$ cat config.mk
export PLATFORM = sky130hd
export DESIGN_NAME = ascii_evt_fifo
export DESIGN_NICKNAME = d
export VERILOG_FILES = /design/src/rtl/ascii_evt_fifo.sv
export SDC_FILE = /design/constraint.sdc
export NUM_CORES = 1
export LEC_CHECK = 0
export BUFFER_PORTS_ARGS = -buffer_cell sky130_fd_sc_hd__buf_2
export CAP_MARGIN = 20
export CORE_MARGIN = 4
export CORE_UTILIZATION = 45
export DETAILED_ROUTE_END_ITERATION = 10
export GPL_TIMING_DRIVEN = 0
export PLACE_DENSITY = 0.63
export SLEW_MARGIN = 10
export SYNTH_ARGS = -nofsm -noshare
export SYNTH_HDL_FRONTEND = slang
export SYNTH_SLANG_ARGS = --single-unit
$ cat constraint.sdc
create_clock -name clk -period 3 [get_ports clk]
set_input_delay 0.3 -clock clk [delete_from_list [all_inputs] [get_ports clk]]
set_output_delay 0.3 -clock clk [all_outputs]
set_load 0.05 [all_outputs]
$ cat src/rtl/ascii_evt_fifo.sv
// Event FIFO between the texter and the LCD/VGA writers: edge-detects ds_in, queues
// {bk, ascii} entries, and re-issues them as ds_out pulses spaced by at least GAP+1 cycles.
// Optional macro BKSP_MERGE_EN: a backspace cancels a still-queued ordinary character.
module ascii_evt_fifo #(
  parameter int DEPTH = 16,
  parameter int GAP   = 27000
) (
  input  logic       clk,
  input  logic       reset,
  input  logic       ds_in,
  input  logic       bk_in,
  input  logic [7:0] ascii_in,
  output logic       ds_out,
  output logic       back_sp_out,
  output logic [7:0] ascii_out,
  output logic [6:0] count,
  output logic       full,
  output logic       overflow
);

  localparam int AW = $clog2(DEPTH);
  localparam int CW = $clog2(GAP) + 1;
  localparam logic [6:0]    DEPTH_C   = 7'(DEPTH);
  localparam logic [AW-1:0] PTR_ONE   = AW'(1);
  localparam logic [CW-1:0] WAIT_LAST = CW'(GAP - 2);

  typedef struct packed {
    logic       bk;
    logic [7:0] ch;
  } evt_t;

  typedef enum logic [1:0] {IDLE, ISSUE, WAIT} state_t;

  state_t        state, state_nx;
  logic [CW-1:0] wait_cnt, wait_cnt_nx;
  logic [AW-1:0] wr_ptr, rd_ptr;
  evt_t          mem [DEPTH];
  evt_t          tail, head;
  logic          ds_q;
  logic          push, pop, merge, accept, go;

  assign push = ds_in & ~ds_q;
  assign pop  = (state == ISSUE);
  assign tail = mem[wr_ptr - PTR_ONE];
  assign head = mem[rd_ptr];

`ifdef BKSP_MERGE_EN
  assign merge = push & bk_in & (count != 7'd0) & ~tail.bk & ~((count == 7'd1) & pop);
`else
  assign merge = 1'b0;
`endif

  assign accept = push & ~merge & ((count < DEPTH_C) | pop);
  // Don't start an issue on the edge where a backspace cancels the only entry.
  assign go     = (state == IDLE) & (count != 7'd0) & ~(merge & (count == 7'd1));
  assign full   = (count == DEPTH_C);
  assign ds_out = (state == ISSUE);

  always_comb begin
    state_nx    = state;
    wait_cnt_nx = wait_cnt;
    case (state)
      IDLE:  if (go) state_nx = ISSUE;
      ISSUE: begin
        state_nx    = WAIT;
        wait_cnt_nx = '0;
      end
      WAIT: begin
        if (wait_cnt == WAIT_LAST) state_nx = IDLE;
        else                       wait_cnt_nx = wait_cnt + CW'(1);
      end
      default: state_nx = IDLE;
    endcase
  end

  always_ff @(posedge clk or negedge reset) begin
    if (!reset) begin
      state       <= IDLE;
      wait_cnt    <= '0;
      ds_q        <= 1'b0;
      wr_ptr      <= '0;
      rd_ptr      <= '0;
      count       <= '0;
      overflow    <= 1'b0;
      ascii_out   <= 8'h00;
      back_sp_out <= 1'b0;
    end else begin
      state    <= state_nx;
      wait_cnt <= wait_cnt_nx;
      ds_q     <= ds_in;
      count    <= count + {6'b0, accept} - {6'b0, pop} - {6'b0, merge};
      if (push & ~merge & ~accept) overflow <= 1'b1;
      if (merge)       wr_ptr <= wr_ptr - PTR_ONE;
      else if (accept) wr_ptr <= wr_ptr + PTR_ONE;
      if (pop) rd_ptr <= rd_ptr + PTR_ONE;
      // Outputs are latched on entry to ISSUE and held until the next issue.
      if (go) begin
        ascii_out   <= head.ch;
        back_sp_out <= head.bk;
      end
    end
  end

  always_ff @(posedge clk) begin
    if (accept) mem[wr_ptr] <= '{bk: bk_in, ch: ascii_in};
  end

endmodule

==> flow_summary.yaml <==
floorplanning:
  die_y_um: 140.2
  start_util_pct: 45.75
  die_w_um: 140.2
  core_um2: 17180
  die-area_um2: 19640
  core.rowCount: 48
  io_pins: 31
power:
  clkPwrFrac_pct: 34.9
  intPower_mw: 4.355
  p_sw_mw: 1.753
  ir_drop_mv: 0.5694
  seqPwrFrac_pct: 49.0
  p_comb_share_pct: 16.2
  netSwitchingFraction_pct: 28.70
  leakage_nw: 3.238
  finalPower_mw: 6.108
  power_density_nw_per_um2: 680.7
grt:
  grt_pass1_wl_mm: 25.12
  grt_pass1_vias: 4421
  antenna_found_initial: 0
  grt_overflow_total: 0
  grt_max_degree: 45
  grt_use_total_pct: 17.20
timing:
  rsz0062_at_grt: "no"
  maxSlewViolCount: 0
  finalHoldViolations: 0
  tightest_slew_ns: 1.083
  fin_crit_ns: 2.783
  slew_headroom_pct: 27.54
  finalCritPeriodShare_pct: 92.78
  hold-worst-slack_ns: 0.2459
  fmax_mhz: 359.3
  fin_skew_ns: 0.009485
  finalSetupViolations: 0
worst_setup_path:
  crit_arrival_ns: 2.83
  worstPathMaxFanout: 9
  critPathCaptureType: "flop"
  rr_worst_depth: 6
  cp.required_ns: 3.05
  rrSetupSlack_ns: 0.22
  cp-start-kind: "flop"
  criticalPathCategory: "flop to flop"
logic_synthesis:
  synth.net_count: 490
  yosysTopAreaCellShare_pct: 55.02
  async_reset_ff_share_pct: 23.40
  syn-cell-area_um2: 7859
  syn_avg_cell_area_um2: 17.08
  yosysSeqAreaShare_pct: 69.03
  syn_inst: 460
  synth_top_area_cell: "edfxtp_1"
  ys_seq_elements: 188
  synth.distinct_cells: 55
  yosysWarnings: 0
  synth_edf_count: 144
  synth_ff_type: "edfxtp_1"
  synth_area_leaders: "edfxtp_1 (55%), dfrtp_1 (14%), mux4_2 (10%)"
clock_tree:
  clock-sinks: 188
  post_cts_buffers: 0
  clkSlewWorstSetupHoldPaths_ns: 0.08
  clock_path_buffers: 2
  cts_tree: "done"
  numCtsBuffers: 17
  clock_latency_ns: 0.44
  clock-root-buffer: "clkbuf_16"
  h-tree-depth: 4
placement:
  placed_cell_area_um2: 8341
  numPortBuffers: 30
  dp.final_hpwl_mm: 10.55
  gp_congestion: 0.7841
  placed_cells: 719
final_layout:
  syn2layout_area_growth_pct: 14.19
  design_area_um2: 8974
  final_cell_mix: "edfxtp_1 (144), dfrtp_1 (44), mux4_2 (36)"
  final_nets: 549
  fin_util_pct: 52.24
  final_common_cell: "edfxtp_1"
  antenna_cells: 0
  fin_cells: 757
  drive_above_1_share_pct: 24.81
drt:
  wl_per_cell_um: 20.99
  vias: 4206
  dr.pass1.iters: 4
  drc: 0
  via_per_inst: 5.556
  drt_iter0_drc: 258
  wl_mm: 15.89
  drtAntennaViolNets: 0
hold_path:
  whs_path_depth: 1
  hp-class: "primary input to flop"
status:
  outcome: "complete, no violations"
run:
  drv_cap: 0
==> through the flow <==
| step | worst slack (ns) | TNS (ns) |
|---|---|---|
| 3_5_place_dp | -0.08389 | -0.08389 |
| 5_1_grt | 0.05177 | 0 |
| 2_1_floorplan | 0.1291 | 0 |
| 4_1_cts | 0.07824 | 0 |
| 3_3_place_gp | -0.1859 | -5.759 |
| 6_report | 0.2167 | 0 |
==> cell type report <==
type                    count  area (µm²)
well taps                 225       281.5
fillers                  1436        8203
multi-input cells         239        2296
flip-flops and latches    188        5425
clock inverters            15       130.1
repair buffers             41       257.7
plain buffers              18       103.9
clock buffers              17       425.4
inverters                  14       53.80
==> power groups by stage <==
stage               logic (mW)  clock network, mW  registers, mW
finish                   0.987               2.13           2.99
global route              1.12               2.28           3.00
CTS                      0.986               2.17           2.99
detailed placement       0.980                  0           3.05
global placement         0.918                  0           3.04
floorplan                0.556                  0           3.20
==> cell usage after synthesis, types with 4 or more instances <==
cell type / count
a211o_1: 4
nand3_1: 6
dfrtp_1: 44
mux4_2: 36
ha_1: 17
mux2i_1: 21
nor2_1: 20
nand4_1: 5
inv_1: 13
nor3_1: 9
clkbuf_1: 8
xnor2_1: 8
nand2b_1: 7
nand2_1: 32
o21ai_0: 8
a21oi_1: 7
mux2_2: 6
edfxtp_1: 144
o211ai_1: 5
==> metal layers <==
| metal | wire length, µm | vias up | part of all wire, % | global-route usage, % |
|---|---|---|---|---|
| met4 | 176 | 0 | 1.1 | 5.201 |
| met2 | 8377 | 85 | 53 | 29.81 |
| met5 | 0 | - | 0 | 0 |
| li1 | - | 1908 | - | - |
| met3 | 597 | 15 | 3.8 | 3.687 |
| met1 | 6742 | 2198 | 42 | 21.84 |
==> registers in the layout, indices dropped and copies added, names as in the netlist <==
signal,cells
mem,144
wait_cnt,16
ascii_out,8
count,7
rd_ptr,4
wr_ptr,4
state,2
back_sp_out,1
ds_q,1
overflow,1
==> worst max-delay path, stage by stage (launching register included) <==
cell	delay (ns)
dfrtp_1	0.38
inv_1	0.10
ha_1	0.21
a21bo_2	0.23
a21oi_2	0.38
nand2_1	0.24
nor2_1	0.88
==> what timing repair did <==
item                                   CTS  global route
cloned                                   0             0
hold buffers                             1             1
endpoints found under the hold margin    1            14
setup endpoints to repair                1             1
resized for setup                        1             1
==> logic make-up (layout without fill, tap and decap cells) <==
family,Yosys count,in the layout,share of synthesized area (%)
DFF,188,188,69.03
and+or+nand+nor,104,104,7.069
muxes,63,63,13.85
AOI/OAI and AO/OA,43,43,3.821
buffers and inverters,33,105,2.038
adders and majority gates,18,18,2.961
xor gates and xnor gates,11,11,1.226
==> path summary, 6_finish.rpt <==
path / startpoint / endpoint
hold reg to reg: overflow / overflow
min in group asynchronous: reset / overflow
setup / recovery: count[5] / mem[4][4]
setup reg to reg: count[5] / mem[4][4]
max in group asynchronous: reset / ascii_out[6]
hold / removal: ascii_in[0] / mem[12][0]
Note: power is estimated with default switching activity, not from simulation.
